## src/rtl/maxpool_tuser_sequencer_if.sv

```systemverilog
// Configuration, input AXIS and output AXIS signals of the maxpool tuser sequencer.
// The sequencer uses the slave view; whoever feeds it and drains it uses the master view.
interface maxpool_tuser_sequencer_if #(
  parameter int DATA_W       = 256,
  parameter int KW_W         = 2,
  parameter int COLS_WIDTH   = 10,
  parameter int BLOCKS_WIDTH = 10
);
  logic                    cfg_valid;
  logic                    cfg_ready;
  logic [KW_W-1:0]         cfg_kw;
  logic [COLS_WIDTH-1:0]   cfg_cols;
  logic [BLOCKS_WIDTH-1:0] cfg_blocks;
  logic                    s_axis_tvalid;
  logic                    s_axis_tready;
  logic [DATA_W-1:0]       s_axis_tdata;
  logic                    m_axis_tvalid;
  logic                    m_axis_tready;
  logic [DATA_W-1:0]       m_axis_tdata;
  logic [2:0]              m_axis_tuser;
  logic                    m_axis_tlast;

  modport slave (
    input  cfg_valid, cfg_kw, cfg_cols, cfg_blocks, s_axis_tvalid, s_axis_tdata, m_axis_tready,
    output cfg_ready, s_axis_tready, m_axis_tvalid, m_axis_tdata, m_axis_tuser, m_axis_tlast
  );

  modport master (
    output cfg_valid, cfg_kw, cfg_cols, cfg_blocks, s_axis_tvalid, s_axis_tdata, m_axis_tready,
    input  cfg_ready, s_axis_tready, m_axis_tvalid, m_axis_tdata, m_axis_tuser, m_axis_tlast
  );
endinterface

```

## src/rtl/maxpool_tuser_sequencer.sv

```systemverilog
// Per-layer controller ahead of the maxpool engine: registers the conv stream,
// stamps tuser (NOT_MAX/MAX/1X1) from k/c/b counters and marks the final beat with tlast.
//   state   | meaning
//   S_IDLE  | waiting for a layer config, input stalled
//   S_RUN   | passing beats, counting k/c/b
//   S_FLUSH | final beat taken, waiting for it to leave the output register
module maxpool_tuser_sequencer #(
  parameter int UNITS        = 8,
  parameter int GROUPS       = 2,
  parameter int WORD_WIDTH   = 8,
  parameter int KERNEL_W_MAX = 3,
  parameter int COLS_WIDTH   = 10,
  parameter int BLOCKS_WIDTH = 10,
  parameter int I_IS_NOT_MAX = 0,
  parameter int I_IS_MAX     = 1,
  parameter int I_IS_1X1     = 2
) (
  input  logic                           aclk,
  input  logic                           aresetn,
  maxpool_tuser_sequencer_if.slave       bus,
  output logic                           cfg_err,
  output logic                           busy,
  output logic                           done
);
  localparam int KW_W   = $clog2(KERNEL_W_MAX + 1);
  localparam int DATA_W = GROUPS * UNITS * 2 * WORD_WIDTH;

  typedef enum logic [1:0] {S_IDLE, S_RUN, S_FLUSH} state_t;

  state_t                  state_q, state_d;
  logic                    alive_q;
  logic [KW_W-1:0]         kw_q, k_q;
  logic [COLS_WIDTH-1:0]   cols_q, c_q;
  logic [BLOCKS_WIDTH-1:0] blocks_q, b_q;
  logic                    mv_q, last_q, err_q, done_q;
  logic [DATA_W-1:0]       data_q;
  logic [2:0]              user_q, user_c;
  logic                    cfg_ready_c, s_ready_c, busy_c;
  logic                    cfg_hs, cfg_bad, s_hs, m_hs;
  logic                    k_wrap, c_wrap, b_wrap, beat_last;
  logic [KW_W:0]           kw_ext;

  assign kw_ext    = {1'b0, bus.cfg_kw};
  assign cfg_hs    = bus.cfg_valid && cfg_ready_c;
  assign cfg_bad   = (bus.cfg_kw == '0) || (kw_ext > (KW_W+1)'(KERNEL_W_MAX)) ||
                     (bus.cfg_cols == '0) || (bus.cfg_blocks == '0);
  assign s_hs      = bus.s_axis_tvalid && s_ready_c;
  assign m_hs      = mv_q && bus.m_axis_tready;
  assign k_wrap    = (k_q == kw_q - KW_W'(1));
  assign c_wrap    = (c_q == cols_q - COLS_WIDTH'(1));
  assign b_wrap    = (b_q == blocks_q - BLOCKS_WIDTH'(1));
  assign beat_last = k_wrap && c_wrap && b_wrap;

  always_ff @(posedge aclk or negedge aresetn) begin
    if (!aresetn) begin
      state_q <= S_IDLE;
      alive_q <= 1'b0;
    end else begin
      state_q <= state_d;
      alive_q <= 1'b1;
    end
  end

  always_comb begin
    state_d = state_q;
    case (state_q)
      S_IDLE:  if (cfg_hs && !cfg_bad) state_d = S_RUN;
      S_RUN:   if (s_hs && beat_last) state_d = S_FLUSH;
      S_FLUSH: if (m_hs && last_q) state_d = S_IDLE;
      default: state_d = S_IDLE;
    endcase
  end

  // alive_q keeps cfg_ready low while reset is held so every output reads 0
  always_comb begin
    cfg_ready_c = 1'b0;
    s_ready_c   = 1'b0;
    busy_c      = 1'b0;
    case (state_q)
      S_IDLE:  cfg_ready_c = alive_q;
      S_RUN: begin
        busy_c    = 1'b1;
        s_ready_c = !mv_q || bus.m_axis_tready;
      end
      S_FLUSH: busy_c = 1'b1;
      default: ;
    endcase
  end

  always_comb begin
    user_c               = '0;
    user_c[I_IS_1X1]     = (kw_q == KW_W'(1));
    user_c[I_IS_MAX]     = k_wrap;
    user_c[I_IS_NOT_MAX] = !k_wrap;
  end

  always_ff @(posedge aclk or negedge aresetn) begin
    if (!aresetn) begin
      kw_q     <= '0;
      cols_q   <= '0;
      blocks_q <= '0;
      k_q      <= '0;
      c_q      <= '0;
      b_q      <= '0;
    end else if (cfg_hs && !cfg_bad) begin
      kw_q     <= bus.cfg_kw;
      cols_q   <= bus.cfg_cols;
      blocks_q <= bus.cfg_blocks;
      k_q      <= '0;
      c_q      <= '0;
      b_q      <= '0;
    end else if (s_hs) begin
      k_q <= k_wrap ? '0 : k_q + KW_W'(1);
      if (k_wrap) c_q <= c_wrap ? '0 : c_q + COLS_WIDTH'(1);
      if (k_wrap && c_wrap) b_q <= b_wrap ? '0 : b_q + BLOCKS_WIDTH'(1);
    end
  end

  // a load while draining simply overwrites, so back-to-back beats leave no bubble
  always_ff @(posedge aclk or negedge aresetn) begin
    if (!aresetn) begin
      mv_q   <= 1'b0;
      data_q <= '0;
      user_q <= '0;
      last_q <= 1'b0;
      err_q  <= 1'b0;
      done_q <= 1'b0;
    end else begin
      if (s_hs) begin
        mv_q   <= 1'b1;
        data_q <= bus.s_axis_tdata;
        user_q <= user_c;
        last_q <= beat_last;
      end else if (m_hs) begin
        mv_q   <= 1'b0;
        user_q <= '0;
        last_q <= 1'b0;
      end
      err_q  <= cfg_hs && cfg_bad;
      done_q <= (state_q == S_FLUSH) && m_hs && last_q;
    end
  end

  assign bus.cfg_ready     = cfg_ready_c;
  assign bus.s_axis_tready = s_ready_c;
  assign bus.m_axis_tvalid = mv_q;
  assign bus.m_axis_tdata  = data_q;
  assign bus.m_axis_tuser  = user_q;
  assign bus.m_axis_tlast  = last_q;
  assign cfg_err           = err_q;
  assign busy              = busy_c;
  assign done              = done_q;
endmodule
```

## src/flat_wrapper.sv

```systemverilog
// flat-port wrapper written by rule: the top's interface ports become plain ports
module maxpool_tuser_sequencer_flat 
#(
  parameter int UNITS        = 8,
  parameter int GROUPS       = 2,
  parameter int WORD_WIDTH   = 8,
  parameter int KERNEL_W_MAX = 3,
  parameter int COLS_WIDTH   = 10,
  parameter int BLOCKS_WIDTH = 10,
  parameter int I_IS_NOT_MAX = 0,
  parameter int I_IS_MAX     = 1,
  parameter int I_IS_1X1     = 2
)
  (aclk, aresetn, cfg_err, busy, done, bus_cfg_valid, bus_cfg_kw, bus_cfg_cols, bus_cfg_blocks, bus_s_axis_tvalid, bus_s_axis_tdata, bus_m_axis_tready, bus_cfg_ready, bus_s_axis_tready, bus_m_axis_tvalid, bus_m_axis_tdata, bus_m_axis_tuser, bus_m_axis_tlast);
  maxpool_tuser_sequencer_if #(.COLS_WIDTH(COLS_WIDTH), .BLOCKS_WIDTH(BLOCKS_WIDTH)) bus_i ();
  input  logic aclk;
  input  logic aresetn;
  output logic cfg_err;
  output logic busy;
  output logic done;
  input wire logic [$bits(bus_i.cfg_valid)-1:0] bus_cfg_valid;
  input wire logic [$bits(bus_i.cfg_kw)-1:0] bus_cfg_kw;
  input wire logic [$bits(bus_i.cfg_cols)-1:0] bus_cfg_cols;
  input wire logic [$bits(bus_i.cfg_blocks)-1:0] bus_cfg_blocks;
  input wire logic [$bits(bus_i.s_axis_tvalid)-1:0] bus_s_axis_tvalid;
  input wire logic [$bits(bus_i.s_axis_tdata)-1:0] bus_s_axis_tdata;
  input wire logic [$bits(bus_i.m_axis_tready)-1:0] bus_m_axis_tready;
  output wire logic [$bits(bus_i.cfg_ready)-1:0] bus_cfg_ready;
  output wire logic [$bits(bus_i.s_axis_tready)-1:0] bus_s_axis_tready;
  output wire logic [$bits(bus_i.m_axis_tvalid)-1:0] bus_m_axis_tvalid;
  output wire logic [$bits(bus_i.m_axis_tdata)-1:0] bus_m_axis_tdata;
  output wire logic [$bits(bus_i.m_axis_tuser)-1:0] bus_m_axis_tuser;
  output wire logic [$bits(bus_i.m_axis_tlast)-1:0] bus_m_axis_tlast;
  assign bus_i.cfg_valid = bus_cfg_valid;
  assign bus_i.cfg_kw = bus_cfg_kw;
  assign bus_i.cfg_cols = bus_cfg_cols;
  assign bus_i.cfg_blocks = bus_cfg_blocks;
  assign bus_i.s_axis_tvalid = bus_s_axis_tvalid;
  assign bus_i.s_axis_tdata = bus_s_axis_tdata;
  assign bus_i.m_axis_tready = bus_m_axis_tready;
  assign bus_cfg_ready = bus_i.cfg_ready;
  assign bus_s_axis_tready = bus_i.s_axis_tready;
  assign bus_m_axis_tvalid = bus_i.m_axis_tvalid;
  assign bus_m_axis_tdata = bus_i.m_axis_tdata;
  assign bus_m_axis_tuser = bus_i.m_axis_tuser;
  assign bus_m_axis_tlast = bus_i.m_axis_tlast;
  maxpool_tuser_sequencer #(.UNITS(UNITS), .GROUPS(GROUPS), .WORD_WIDTH(WORD_WIDTH), .KERNEL_W_MAX(KERNEL_W_MAX), .COLS_WIDTH(COLS_WIDTH), .BLOCKS_WIDTH(BLOCKS_WIDTH), .I_IS_NOT_MAX(I_IS_NOT_MAX), .I_IS_MAX(I_IS_MAX), .I_IS_1X1(I_IS_1X1)) u_core (.aclk(aclk), .aresetn(aresetn), .bus(bus_i), .cfg_err(cfg_err), .busy(busy), .done(done));
endmodule
```

## config.mk

```make
export PLATFORM = sky130hd
export DESIGN_NAME = maxpool_tuser_sequencer_flat
export DESIGN_NICKNAME = d
export VERILOG_FILES = /design/src/rtl/maxpool_tuser_sequencer_if.sv /design/src/rtl/maxpool_tuser_sequencer.sv /design/src/flat_wrapper.sv
export SDC_FILE = /design/constraint.sdc
export NUM_CORES = 1
export LEC_CHECK = 0
export CAP_MARGIN = 30
export CORE_AREA = 8 8 209 211
export DETAILED_ROUTE_END_ITERATION = 12
export DIE_AREA = 0 0 217 219
export SYNTH_ARGS = -nofsm -noshare
export SYNTH_HDL_FRONTEND = slang
export SYNTH_SLANG_ARGS = --single-unit
```

## constraint.sdc

```tcl
create_clock -name aclk -period 4.02 [get_ports aclk]
set_clock_uncertainty 0.05 [all_clocks]
set_input_delay 0.603 -clock aclk [delete_from_list [all_inputs] [get_ports aclk]]
set_output_delay 0.603 -clock aclk [all_outputs]
set_load 0.1 [all_outputs]
```

* After elaboration in Yosys (flattened, before gate mapping)
Index checks and enable logic that the tools add are counted.
Cells by class: $add $sub $neg 6, multipliers 0, divide/modulo/power cells 0, order comparisons 1, equal/unequal tests 9, shift-type cells 0, multiplexer cells 23, bitwise logic cells 0, reduce and logical (&&, ||, !) cells 30
Operators with widths (count):
- 2-to-1 mux 10 bit | 8
- adder 10 x 1 -> 10 bit, second input constant | 2
- equality test 10 bit | 2
- logical NOT 10 bit | 2
- subtractor 10 x 1 -> 10 bit, second input constant | 2
- 2-to-1 mux 2 bit | 6
- logical AND 1 bit | 11
- nonzero test 2 bit | 4
- 2-to-1 mux 1 bit | 6
- 2-to-1 mux 3 bit | 2
- inequality test 2 x 1 -> 1 bit, second input constant | 3
- case mux 2 bit (3 select lines) | 1
- equality test 2 x 1 -> 1 bit, second input constant | 2
- logical NOT 2 bit | 2
- logical OR 1 bit | 4
- AND reduction 2 bit | 2
- logical NOT 1 bit | 3
- AND reduction 3 bit | 1
- adder 2 x 1 -> 2 bit, second input constant | 1
- equality test 2 bit | 1
- equality test 2 bit, second input constant | 1
- > comparator 2 bit, second input constant | 1
- OR reduction 2 bit | 1
- subtractor 2 x 1 -> 2 bit, second input constant | 1
Storage, ports and cells: register bits after elaboration 310, latch bits 0, memory bits (writable) 0, bits in read-only memories 0, input bits 283, memories kept 0

* Depth between registers and ports, before layout
depth after elaboration 8, mapped depth 10, mapped depth without buffers 9

* Worst setup path before layout
OpenSTA, ideal clock, no wires.
path type reg2reg, start register u_core.mv_q (netlist: u_core.bus.m_axis_tvalid), end register u_core.c_q[4], data arrival time 2832 ps, data required time 3844 ps, path slack 1012 ps, cell stages (with the launch flop) 8, clock period less this slack 3008 ps, path through dfrtp_1 nand2b_1 and2_1 nand2_1 nor3_1 nor2_1 clkbuf_1 a221o_1
On the way: word-level cells in the longest chain between the ends 6
RTL lines:
- from (decl) | RTL line maxpool_tuser_sequencer.sv:35 | logic mv_q, last_q, err_q, done_q;
- from (signal assigned) | RTL line maxpool_tuser_sequencer.sv:122 | mv_q <= 1'b0;
- from (signal assigned) | RTL line maxpool_tuser_sequencer.sv:130 | mv_q <= 1'b1;
- from (signal assigned) | RTL line maxpool_tuser_sequencer.sv:135 | mv_q <= 1'b0;
- logical NOT 1 bit | RTL line maxpool_tuser_sequencer.sv:83 | s_ready_c = !mv_q || bus.m_axis_tready;
- logical OR 1 bit | RTL line maxpool_tuser_sequencer.sv:83
- 2-to-1 mux 1 bit | RTL line maxpool_tuser_sequencer.sv:79 | case (state_q)
- via bus_s_axis_tready | RTL line flat_wrapper.sv:29 | output wire logic [$bits(bus_i.s_axis_tready)-1:0] bus_s_axis_tready;
- logical AND 1 bit | RTL line maxpool_tuser_sequencer.sv:47 | assign s_hs = bus.s_axis_tvalid && s_ready_c;
- nonzero test 2 bit (no source line)
- AND reduction 2 bit (no source line)
- to (signal assigned) | RTL line maxpool_tuser_sequencer.sv:114 | if (k_wrap) c_q <= c_wrap ? '0 : c_q + COLS_WIDTH'(1);
- to (decl) | RTL line maxpool_tuser_sequencer.sv:33 | logic [COLS_WIDTH-1:0] cols_q, c_q;
The timed path passes the listed nets, and every way through them passes these cells. A chain may end at the register's enable or synchronous reset.

* Worst setup path in the final report
start register u_core.state_q[0], end output busy
On the way: word-level cells in the longest chain between the ends 3, elaborated cells between the ends (all ways) 4
RTL lines:
- from (decl) | RTL line maxpool_tuser_sequencer.sv:30 | state_t state_q, state_d;
- from (signal assigned) | RTL line maxpool_tuser_sequencer.sv:59 | state_q <= state_d;
- equality test 2 x 1 -> 1 bit / equality test 2 bit (equally long branches) | RTL line maxpool_tuser_sequencer.sv:79
- OR reduction 2 bit (no source line) *
- 2-to-1 mux 1 bit * | RTL line maxpool_tuser_sequencer.sv:79
- to (decl) | RTL line flat_wrapper.sv:19 | output logic busy;
Mark *: on every way between the ends. The rest lies on a longest branch, timed or not.

==> flow_summary.yaml <==
synth:
  ys_seq_area_frac: 0.6054
  ys_seq_elements: 310
  netlist_top_cells_area: "dfrtp_1, nand2_1, clkbuf_1"
  synth_commonest_cells: "nand2_1, dfrtp_1, clkbuf_1"
  async_flop_share: 1.000
  synth_flop_cell: "dfrtp_1"
  ys_types: 58
  synth_area_leader_cell: "dfrtp_1"
  synth_top_area_share: 0.6054
  synthCells: 1427
  synth.most_common_cell: "nand2_1"
  yosys_warnings: 0
  syn_area_per_cell_um2: 8.980
  syn_nets: 1720
  netlist_area_um2: 12810
  synth-edff-count: 0
layout:
  final_util: 0.5314
  synthToLayoutAreaGrowth_pct: 67.41
  nets: 2298
  drive_gt1_frac: 0.07491
clock_network:
  ctsHoldBuffers: 0
  insertion_delay_ps: 540
  clock_path_buffers: 3
  clock-sinks: 310
  cts_root_buffer: "clkbuf_16"
  cts_setup_buffers: 0
  cts_tree: "built"
  cts-htree-levels: 2
  numCtsBuffers: 37
  cts_resized: 0
  path_clk_slew_ps: 60
worst_setup_path:
  reg2reg_depth: 9
  critPathTopFamily: "buffers and inverters"
  cp.arrival_ps: 2500
  cp.depth: 3
  crit_end: "busy"
  path_buf_inv: 2
  r2r_setup_slack_ps: 1070
  worst_setup_path_start_kind: "register"
  path_cells: "inv_1, ha_1, clkdlybuf4s50_1"
  critPathMaxStageDelay_ps: 1150
  crit_required_ps: 3370
  crit_type: "register to primary output"
  reg2reg_from: "u_core.cols_q[0]"
  critPathSlowestCell: "clkdlybuf4s50_1"
  end_kind: "primary output"
  r2r_end: "u_core.b_q[2]"
  cp_max_fo: 5
  setup.worst_path.start: "u_core.state_q[0]"
detailed_routing:
  dr.pass1.iters: 4
  drc: 0
  wl_per_cell_um: 18.71
  ant_nets: 0
  drtIter0Drc: 688
  wirelength_um: 47980
  vias_per_cell: 4.515
  vias: 11580
die:
  ios: 549
  die_area_um2: 47520
  die_w_um: 217
  start_util: 0.3174
  die_y_um: 219
  num_rows: 74
  core_area_um2: 40370
timing:
  min_period_ps: 3152
  final-setup-viol-count: 0
  finalCritPeriodShare: 0.7841
  max_slew_margin: 0.2954
  rsz0062_at_grt: "false"
  finalHoldViolCount: 0
  fin_setup_tns_ps: 0
  slew_viol_final: 0
  worst_slew_pin_slew_ps: 1054
  fmax_mhz: 317.3
global_route:
  grt_antenna_before_repair: 7
  grtUsageTotal: 0.1945
  grt_pass1_vias: 12070
  grt_max_degree: 156
  grt_pass1_wl_um: 72210
  grt_overflow: 0
flow_run:
  maxCapViolations: 0
run_status:
  status: "finished clean"
min_path:
  min_path_type: "primary input to async pin"
placement:
  gp_congestion: 0.8196
  port_buffers: 548
  dp_hpwl_um: 35620
metrics by stage:
step / cells / worst slack [ps] / hold slack (ps) / cell area (um2)
5_1_grt: 2562 / 758.9 / 89.14 / 21450
4_1_cts: 2560 / 809.3 / 49.70 / 21420
3_3_place_gp: 2450 / 1036 / 405.6 / 18890
2_1_floorplan: 1427 / 1012 / 257.4 / 12810
6_report: 2565 / 868.1 / 39.26 / 21450
3_5_place_dp: 2497 / 842.3 / 410.9 / 20180
kinds of logic after synthesis:
family                     after synthesis  share of synthesized area
and+or+nand+nor                        907                     0.2834
DFF                                    310                     0.6054
buffers and inverters                   83                    0.02451
AOI/OAI and AO/OA                       69                    0.04042
muxes                                   24                    0.02050
xor gates and xnor gates                23                    0.01572
adders and majority gates               10                   0.009764
other                                    1                  0.0002926
flip-flops by register name, indices dropped and copies added (netlist names):
| name | count |
|---|---|
| u_core.bus.m_axis_tdata | 256 |
| u_core.done | 1 |
| u_core.cfg_err | 1 |
| u_core.k_q | 2 |
| u_core.state_q | 2 |
| u_core.b_q | 10 |
| u_core.bus.m_axis_tuser | 3 |
| u_core.bus.m_axis_tvalid | 1 |
| u_core.kw_q | 2 |
| u_core.cols_q | 10 |
| u_core.c_q | 10 |
| u_core.alive_q | 1 |
| u_core.bus.m_axis_tlast | 1 |
| u_core.blocks_q | 10 |
worst reg2reg max path, cell delays in order (launching register included):
cell and delay (ps):
dfrtp_1 420, inv_1 90, ha_1 210, nor4b_2 390, nor2b_1 210, xnor2_1 160
nand3_1 190, or4_1 730, a32oi_1 280, o21ai_1 90
cells in the final DEF, fill, tap and decap left out, types with 3 or more instances in the layout:
cell type,Yosys,routed
and3_1,12,11
nand3b_1,3,3
nor3_1,11,11
bufinv_16,0,4
nand4_1,4,4
buf_12,0,6
nand2_1,796,795
xor2_1,4,4
nor2_1,21,20
or2_2,4,4
buf_16,0,48
o21ai_1,4,4
o211ai_1,4,4
a221o_1,4,4
clkinv_2,0,3
inv_1,13,13
clkbuf_8,0,5
nand3_1,19,19
mux2i_1,6,6
buf_4,0,9
dfrtp_1,310,310
nand2b_1,8,8
diode_2,0,4
a21oi_1,9,9
nor4_1,6,6
mux2_2,18,18
nor2b_1,5,5
clkbuf_1,68,10
a32oi_1,6,6
clkbuf_16,0,39
clkdlybuf4s50_1,0,545
and2_1,7,7
ha_1,10,10
o21ai_0,10,10
xnor2_1,19,19
o31ai_1,6,6
worst min-delay path by stage:
stage | end | slack (ps) | startpoint | cells past startpoint
after detailed placement | u_core.bus.m_axis_tdata[215] | 410 | u_core.bus.m_axis_tdata[215] | 2
final | u_core.cols_q[5] | 40 | aresetn | 1
after global routing | u_core.c_q[5] | 90 | aresetn | 1
after CTS | u_core.c_q[5] | 50 | aresetn | 1
after global placement | u_core.bus.m_axis_tdata[167] | 410 | u_core.bus.m_axis_tdata[167] | 2
after floorplan | u_core.alive_q | 260 | aresetn | 0
per-layer routing:
metal  vias to the layer above  routed length, um  part of all wire  global-route usage
li1                       5665                  -                 -                   -
met1                      5441              18680              0.39              0.2231
met2                       381              23370              0.49              0.3281
met3                        86               4242             0.088             0.07049
met4                         8               1624             0.034             0.07732
met5                         -                 58            0.0012                   0
layout make-up:
type | count | area, um2
sequential | 310 | 7757
clock buffer | 54 | 1082
fill | 3622 | 18920
tap | 532 | 665.6
antenna | 4 | 10.01
timing repair buffer | 609 | 6979
clock inverter | 9 | 151.4
inverter | 13 | 48.80
multi-input combinational | 1034 | 4758
Power is not shown: default switching activity piles up to over one toggle a cycle in this logic, so the estimate is an artifact.
